**config.mk**
```make
export PLATFORM = sky130hd
export DESIGN_NAME = cache_arbiter_flat
export DESIGN_NICKNAME = d
export VERILOG_FILES = /design/src/rtl/cache_arbiter_if.sv /design/src/rtl/cache_arbiter.sv /design/src/flat_wrapper.sv
export SDC_FILE = /design/constraint.sdc
export NUM_CORES = 1
export LEC_CHECK = 0
export CAP_MARGIN = 10
export CORE_AREA = 3 3 90 92
export CTS_CLUSTER_SIZE = 10
export DETAILED_ROUTE_END_ITERATION = 16
export DIE_AREA = 0 0 93 95
export HOLD_SLACK_MARGIN = 0.02
export PLACE_DENSITY = 0.85
export SLEW_MARGIN = 0
export SYNTH_ARGS = -nofsm -noshare
export SYNTH_HDL_FRONTEND = slang
export SYNTH_SLANG_ARGS = --single-unit
```
**constraint.sdc**
```tcl
create_clock -name clk -period 2.72 [get_ports clk]
set_input_delay 0.544 -clock clk [delete_from_list [all_inputs] [get_ports clk]]
set_output_delay 0.544 -clock clk [all_outputs]
set_load 0.02 [all_outputs]
```
**src/rtl/cache_arbiter_if.sv**
```systemverilog
// Bundle of requester handshakes and cache port signals around cache_arbiter.
// slave is the arbiter's view; master is the requesters-plus-cache view.
interface cache_arbiter_if #(
  parameter int unsigned DATA_WIDTH = 32,
  parameter int unsigned ADDR_WIDTH = 10
);
  logic [1:0]            wr_req;
  logic [ADDR_WIDTH-1:0] wr_addr0;
  logic [ADDR_WIDTH-1:0] wr_addr1;
  logic [DATA_WIDTH-1:0] wr_data0;
  logic [DATA_WIDTH-1:0] wr_data1;
  logic [1:0]            wr_gnt;

  logic [1:0]            rd_req;
  logic [ADDR_WIDTH-1:0] rd_addr0;
  logic [ADDR_WIDTH-1:0] rd_addr1;
  logic [1:0]            rd_gnt;
  logic [1:0]            rd_valid;
  logic [DATA_WIDTH-1:0] rd_data;

  logic                  wea;
  logic [ADDR_WIDTH-1:0] addra;
  logic [DATA_WIDTH-1:0] dina;
  logic [ADDR_WIDTH-1:0] addrb;
  logic [DATA_WIDTH-1:0] doutb;

  modport slave (
    input  wr_req, wr_addr0, wr_addr1, wr_data0, wr_data1,
    input  rd_req, rd_addr0, rd_addr1,
    input  doutb,
    output wr_gnt, rd_gnt, rd_valid, rd_data,
    output wea, addra, dina, addrb
  );

  modport master (
    output wr_req, wr_addr0, wr_addr1, wr_data0, wr_data1,
    output rd_req, rd_addr0, rd_addr1,
    output doutb,
    input  wr_gnt, rd_gnt, rd_valid, rd_data,
    input  wea, addra, dina, addrb
  );
endinterface

```
**src/rtl/cache_arbiter.sv**
```systemverilog
// Round-robin arbiter sharing one dual-port read-first cache between two writers and
// two readers; reads that collide with a same-cycle write are deferred until it lands.
module cache_arbiter #(
  parameter int unsigned DATA_WIDTH = 32,
  parameter int unsigned ADDR_WIDTH = 10
) (
  input logic             clk,
  input logic             rst,
  cache_arbiter_if.slave  bus
);

  logic                  wr_ptr_q, wr_ptr_d;
  logic                  rd_ptr_q, rd_ptr_d;
  logic [1:0]            rd_valid_q;
  logic [ADDR_WIDTH-1:0] addrb_q;

  logic                  wr_cand;
  logic                  rd_cand;
  logic [ADDR_WIDTH-1:0] rd_cand_addr;
  logic                  hazard;
  logic [1:0]            wr_gnt;
  logic [1:0]            rd_gnt;
  logic                  wea;
  logic [ADDR_WIDTH-1:0] addra;
  logic [DATA_WIDTH-1:0] dina;
  logic [ADDR_WIDTH-1:0] addrb;

  // Write side: pointer only matters when both requesters contend.
  always_comb begin
    wr_cand = (bus.wr_req == 2'b11) ? wr_ptr_q : bus.wr_req[1];
    wr_gnt  = 2'b00;
    if (!rst && (bus.wr_req != 2'b00)) begin
      wr_gnt = wr_cand ? 2'b10 : 2'b01;
    end
    wea   = |wr_gnt;
    addra = '0;
    dina  = '0;
    if (wr_gnt[0]) begin
      addra = bus.wr_addr0;
      dina  = bus.wr_data0;
    end else if (wr_gnt[1]) begin
      addra = bus.wr_addr1;
      dina  = bus.wr_data1;
    end
    wr_ptr_d = wea ? ~wr_cand : wr_ptr_q;
  end

  // Read side: the cache is read-first, so a read to the address being written this
  // cycle would return stale data; hold it off until the write has landed.
  always_comb begin
    rd_cand      = (bus.rd_req == 2'b11) ? rd_ptr_q : bus.rd_req[1];
    rd_cand_addr = rd_cand ? bus.rd_addr1 : bus.rd_addr0;
    hazard       = wea && (rd_cand_addr == addra);
    rd_gnt       = 2'b00;
    if (!rst && (bus.rd_req != 2'b00) && !hazard) begin
      rd_gnt = rd_cand ? 2'b10 : 2'b01;
    end
    if (rst) begin
      addrb = '0;
    end else if (bus.rd_req != 2'b00) begin
      addrb = rd_cand_addr;
    end else begin
      addrb = addrb_q;
    end
    rd_ptr_d = (|rd_gnt) ? ~rd_cand : rd_ptr_q;
  end

  always_ff @(posedge clk) begin
    if (rst) begin
      wr_ptr_q   <= 1'b0;
      rd_ptr_q   <= 1'b0;
      rd_valid_q <= 2'b00;
      addrb_q    <= '0;
    end else begin
      wr_ptr_q   <= wr_ptr_d;
      rd_ptr_q   <= rd_ptr_d;
      rd_valid_q <= rd_gnt;
      addrb_q    <= addrb;
    end
  end

  assign bus.wr_gnt   = wr_gnt;
  assign bus.rd_gnt   = rd_gnt;
  // Masked during reset so a read granted just before reset never returns.
  assign bus.rd_valid = rst ? 2'b00 : rd_valid_q;
  assign bus.rd_data  = bus.doutb;
  assign bus.wea      = wea;
  assign bus.addra    = addra;
  assign bus.dina     = dina;
  assign bus.addrb    = addrb;

endmodule

```
**src/flat_wrapper.sv**
```systemverilog
// flat-port wrapper written by rule: the top's interface ports become plain ports
module cache_arbiter_flat 
#(
  parameter int unsigned DATA_WIDTH = 32,
  parameter int unsigned ADDR_WIDTH = 10
)
  (clk, rst, bus_wr_req, bus_wr_addr0, bus_wr_addr1, bus_wr_data0, bus_wr_data1, bus_rd_req, bus_rd_addr0, bus_rd_addr1, bus_doutb, bus_wr_gnt, bus_rd_gnt, bus_rd_valid, bus_rd_data, bus_wea, bus_addra, bus_dina, bus_addrb);
  cache_arbiter_if #(.DATA_WIDTH(DATA_WIDTH), .ADDR_WIDTH(ADDR_WIDTH)) bus_i ();
  input logic clk;
  input logic rst;
  input wire logic [$bits(bus_i.wr_req)-1:0] bus_wr_req;
  input wire logic [$bits(bus_i.wr_addr0)-1:0] bus_wr_addr0;
  input wire logic [$bits(bus_i.wr_addr1)-1:0] bus_wr_addr1;
  input wire logic [$bits(bus_i.wr_data0)-1:0] bus_wr_data0;
  input wire logic [$bits(bus_i.wr_data1)-1:0] bus_wr_data1;
  input wire logic [$bits(bus_i.rd_req)-1:0] bus_rd_req;
  input wire logic [$bits(bus_i.rd_addr0)-1:0] bus_rd_addr0;
  input wire logic [$bits(bus_i.rd_addr1)-1:0] bus_rd_addr1;
  input wire logic [$bits(bus_i.doutb)-1:0] bus_doutb;
  output wire logic [$bits(bus_i.wr_gnt)-1:0] bus_wr_gnt;
  output wire logic [$bits(bus_i.rd_gnt)-1:0] bus_rd_gnt;
  output wire logic [$bits(bus_i.rd_valid)-1:0] bus_rd_valid;
  output wire logic [$bits(bus_i.rd_data)-1:0] bus_rd_data;
  output wire logic [$bits(bus_i.wea)-1:0] bus_wea;
  output wire logic [$bits(bus_i.addra)-1:0] bus_addra;
  output wire logic [$bits(bus_i.dina)-1:0] bus_dina;
  output wire logic [$bits(bus_i.addrb)-1:0] bus_addrb;
  assign bus_i.wr_req = bus_wr_req;
  assign bus_i.wr_addr0 = bus_wr_addr0;
  assign bus_i.wr_addr1 = bus_wr_addr1;
  assign bus_i.wr_data0 = bus_wr_data0;
  assign bus_i.wr_data1 = bus_wr_data1;
  assign bus_i.rd_req = bus_rd_req;
  assign bus_i.rd_addr0 = bus_rd_addr0;
  assign bus_i.rd_addr1 = bus_rd_addr1;
  assign bus_i.doutb = bus_doutb;
  assign bus_wr_gnt = bus_i.wr_gnt;
  assign bus_rd_gnt = bus_i.rd_gnt;
  assign bus_rd_valid = bus_i.rd_valid;
  assign bus_rd_data = bus_i.rd_data;
  assign bus_wea = bus_i.wea;
  assign bus_addra = bus_i.addra;
  assign bus_dina = bus_i.dina;
  assign bus_addrb = bus_i.addrb;
  cache_arbiter #(.DATA_WIDTH(DATA_WIDTH), .ADDR_WIDTH(ADDR_WIDTH)) u_core (.clk(clk), .rst(rst), .bus(bus_i));
endmodule
```
After elaboration in Yosys (flattened, before gate mapping)
Index checks and enable logic that the tools add are counted.
{ "word_totals": {"ff_bits": 14, "input_bits": 142, "out_inout_bits": 91, "elab_cells": 33} }
{ "classes": {"n_eq_ne": 3, "muxes": 14, "bitwise_logic": 2, "n_reduce_logical": 10} }
{ "ops": {"columns": ["op", "count"], "rows": [
  ["2-to-1 mux 32 bit", 2],
  ["2-to-1 mux 10 bit", 5],
  ["equality test 10 bit", 1],
  ["2-to-1 mux 2 bit", 5],
  ["equality test 2 bit, second input constant", 2],
  ["logical AND 1 bit", 4],
  ["nonzero test 2 bit", 2],
  ["OR reduction 2 bit", 2],
  ["logical NOT 1 bit", 2],
  ["2-to-1 mux 1 bit", 2],
  ["inverter 1 bit", 2]
]} }

Longest topological paths before layout
{ "depth": {"ltp_word": 12, "ltp_mapped": 8, "depth_no_buf": 7} }

Worst setup path after synthesis
Ideal clock, no wire load.
{ "synth_path": {"path_type": "input to output", "startpoint": "input port bus_wr_req[0]", "endpoint": "output port bus_rd_gnt[0]", "arrival_ns": 2.391, "required_ns": 2.176, "path_slack_ns": -0.215, "stages": 7, "path_buffers": 1, "cell_sequence": "a21boi_2 > buf_6 > a32oi_1 > or4_1 > nor4bb_1 > and3_4 > nor4_1"} }
{ "synth_between": {"elab_chain_cells": 11, "elab_cells_between_ends": 14, "classes_between": "eq/ne (2); mux (6); reduce/logical (6)"} }
{ "synth_rtl": {"columns": ["item", "line_no", "source"], "rows": [
  ["start: declaration", "flat_wrapper.sv:11", "input wire logic [$bits(bus_i.wr_req)-1:0] bus_wr_req;"],
  ["equality test 2 bit", "cache_arbiter.sv:30", "wr_cand = (bus.wr_req == 2'b11) ? wr_ptr_q : bus.wr_req[1];"],
  ["2-to-1 mux 1 bit", "cache_arbiter.sv:30", null],
  ["2-to-1 mux 2 bit", "cache_arbiter.sv:33", "wr_gnt = wr_cand ? 2'b10 : 2'b01;"],
  ["2-to-1 mux 2 bit (*)", "cache_arbiter.sv:32", "if (!rst && (bus.wr_req != 2'b00)) begin"],
  ["2-to-1 mux 10 bit", "cache_arbiter.sv:41", "end else if (wr_gnt[1]) begin"],
  ["2-to-1 mux 10 bit", "cache_arbiter.sv:38", "if (wr_gnt[0]) begin"],
  ["equality test 10 bit", "cache_arbiter.sv:53", "hazard = wea && (rd_cand_addr == addra);"],
  ["logical AND 1 bit (*)", "cache_arbiter.sv:53", null],
  ["logical NOT 1 bit (*)", "cache_arbiter.sv:55", "if (!rst && (bus.rd_req != 2'b00) && !hazard) begin"],
  ["logical AND 1 bit (*)", "cache_arbiter.sv:55", null],
  ["2-to-1 mux 2 bit (*)", "cache_arbiter.sv:55", null],
  ["end: declaration", "flat_wrapper.sv:21", "output wire logic [$bits(bus_i.rd_gnt)-1:0] bus_rd_gnt;"]
]} }
Mark *: on every way between the ends. The rest lies on a longest branch, timed or not.

Worst setup path in the final report
{ "layout_path": {"startpoint": "input port bus_rd_addr1[3]", "endpoint": "output port bus_rd_gnt[0]"} }
{ "layout_between": {"elab_chain_cells": 6} }
{ "layout_rtl": {"columns": ["item", "line_no", "source"], "rows": [
  ["start: declaration", "flat_wrapper.sv:18", "input wire logic [$bits(bus_i.rd_addr1)-1:0] bus_rd_addr1;"],
  ["2-to-1 mux 10 bit", "cache_arbiter.sv:52", "rd_cand_addr = rd_cand ? bus.rd_addr1 : bus.rd_addr0;"],
  ["equality test 10 bit", "cache_arbiter.sv:53", null],
  ["logical AND 1 bit", "cache_arbiter.sv:53", null],
  ["logical NOT 1 bit", "cache_arbiter.sv:55", null],
  ["logical AND 1 bit", "cache_arbiter.sv:55", null],
  ["2-to-1 mux 2 bit", "cache_arbiter.sv:55", null]
]} }
No other way between the ends.

==> results.ini <==
[outcome]
status=finished, violations left
violations=negative setup slack

[clock_tree]
clock_latency_ps=260
cts.sinks=14
cts_tree=yes
clk_path_buf_depth=2
root_buffer=clkbuf_8
clk_pin_slew_ps=70
cts-buffers-inserted=3
cts_hold_buffers=0
htreeDepth=1

[final_layout]
fin_util_pct=54.1
areaGrowthSynthToFinish_pct=123
instances_no_fill=505
final_cell_mix=clkdlybuf4s50_1 (102), buf_4 (55), dlygate4sd2_1 (54)
drive_gt1_share_pct=29.8
design_area_um2=3950
fillCellCount=667
antennaDiodeCount=0
final_common_cell=clkdlybuf4s50_1
layout.nets=549

[floorplan]
core.rowCount=31
start_util_pct=24.3
io_pins=233
die_area_um2=8840
die_width_um=93
coreArea_um2=7290
die_y_um=95

[drt]
wl_per_cell_um=19.2
dr.pass1.iters=4
viasPerCell=5.15
vias=2601
wl_mm=9.69
drtIter0Drc=113
antenna_left=0
route.detailed.drc=0

[setup_path]
crit_start=bus_rd_addr1[3]
path_max_fanout=3
critical_path_required_ps=2180
crit_type=in2out
slowest_stage=clkdlybuf4s50_1
cp.arrival_ps=2260
critPathLaunchType=primary input
reg2reg_from=u_core.rd_ptr_q
crit_family=simple AND/OR/NAND/NOR gates
path_cells=clkdlybuf4s50_1 -> and3_4 -> o211a_1 -> nor2_1 -> nor4b_2 -> and3_4 -> nor4_2 -> buf_4
cpPeakStageDelay_ps=500
path_buf_inv=2
worst_path_most_repeated_cell=and3_4
end_kind=primary output

[sta]
setup_viol=2
period_minus_slack_ps=2810
finalHoldViolCount=0
grt_setup_unrepaired=true
fin_skew_ps=6.28
tightest_slew_ps=394
fmax_ghz=0.356
slew-limit-headroom_pct=73.6
finalCritPeriodShare_pct=103
setup_ws_ps=-87.5
finalMaxSlewViolations=0

[global_route]
grt_pass1_wl_mm=14.0
grt_max_degree=34
grt_util_all_layers_pct=20.0
grt_overflow=0
grt_antenna_before_repair=1
grt_pass1_vias=2642

[synthesis]
netlist_instances=227
synth_ff_type=dfxtp_1
avgSynthCellArea_um2=7.80
synth_edf_count=0
ys_types=46
yosysWarnings=0
synth_fp_nets=369
seq_area_frac_synth_pct=15.8
synth_seq_cells=14
synth_async_sr_flop_share_pct=0
synth_area_um2=1770

[placed_design]
dpl-instance-area_um2=3650
portBuffers=168
dpl.hpwl_mm=7.54
dp_cells=494
gp_congestion=0.981

[worst_hold_path]
worstHoldStart=u_core.wr_ptr_q
hold_class=reg2reg

[power]
p_total_w=0.00120
cellPowerDensity_nw_per_um2=304
leakage_nw=1.78
ir_worst_vdd_mv=0.149

[job]
maxCapViolations=0

-- stage by stage --
step           setup WS [ps]  TNS [ps]  hold slack (ps)
2_1_floorplan           -215      -430              470
3_3_place_gp            -965    -24100              492
3_5_place_dp           -1060    -26260              504
4_1_cts                -79.0      -142              499
5_1_grt                 -176      -350              512
6_report               -87.5      -173              504
-- sequential cells by signal, summed over array words and instances (netlist names) --
signal and count:
u_core.addrb_q 10, u_core.rd_ptr_q 1, u_core.rd_valid_q 2, u_core.wr_ptr_q 1
-- power breakdown --
part / internal [W] / leakage (nW) / switching [W] / total [W]
combinational: 0.000407 / 1.64 / 0.000339 / 0.000746
sequential: 0.000224 / 0.117 / 0.00000770 / 0.000232
clock: 0.000129 / 0.0288 / 0.0000928 / 0.000222
-- worst paths after layout --
path | endpoint | slack [ps] | cells after the start
setup / recovery | bus_rd_gnt[0] | -90 | 8
hold / removal | u_core.wr_ptr_q | 500 | 1
setup reg to reg | u_core.rd_ptr_q | 530 | 10
hold reg to reg | u_core.wr_ptr_q | 500 | 1
-- synth_stat cells, types with 2 or more instances --
cell      count  area share [%]
a311oi_1      6             3.0
a32o_2        4             2.5
o21ai_1       3            0.85
or4_1         2            0.85
a22oi_1       3             1.3
clkbuf_1     13             2.8
buf_6         3             1.9
nor2b_1       3             1.1
nand4_1       4             1.4
a21boi_0      2            0.85
a21boi_1      2            0.85
a211oi_1      8             3.4
nor3_1       12             3.4
nand4b_1      3             1.5
buf_4        32              14
mux2i_1       4             2.3
inv_1         2            0.42
a32oi_1       5             2.5
xnor2_1       3             1.5
and2_1        5             1.8
buf_2         4             1.1
nand3_1       3            0.85
o22ai_1       3             1.1
and3_1        4             1.4
dfxtp_1      14              16
nor4_1        6             2.1
nand2b_1      4             1.4
a22o_1       32              16
nor2_1       21             4.4
-- per-layer routing --
| layer | vias up | global-route usage, % | wire (µm) |
|---|---|---|---|
| li1 | 1213 | - | - |
| met1 | 1234 | 22.8 | 3560 |
| met2 | 134 | 36.2 | 5050 |
| met3 | 18 | 7.25 | 927 |
| met4 | 2 | 3.79 | 130 |
| met5 | - | 0 | 13 |
-- logic make-up (layout without fill, tap and decap cells) --
kind of cell | after synthesis | count (layout) | share of synthesized area, %
AND/OR/NAND/NOR | 77 | 77 | 25.1
AO/OA/AOI/OAI | 74 | 74 | 35.3
multiplexers | 4 | 4 | 2.26
buffers and inverters | 55 | 234 | 20.0
XOR/XNOR | 3 | 3 | 1.48
flip-flops | 14 | 14 | 15.8
-- repair_timing --
action                                  in CTS  in global routing
cloned                                       0                  0
hold endpoints to repair                     0                  0
setup buffers                                4                  3
gates resized for setup                    142                 13
endpoints found under the setup margin      58                  6
pin swaps                                   17                  7
-- area by class of cell --
type	count	area [µm²]	share of cell area [%]
inverters	3	11.3	0.285
multi-input cells	158	1390	35.1
repair buffers	227	2090	52.9
flip-flops and latches	14	282	7.14
clock buffers	4	55.1	1.40
well taps	99	124	3.14
Power figures use the tool's default switching activity.
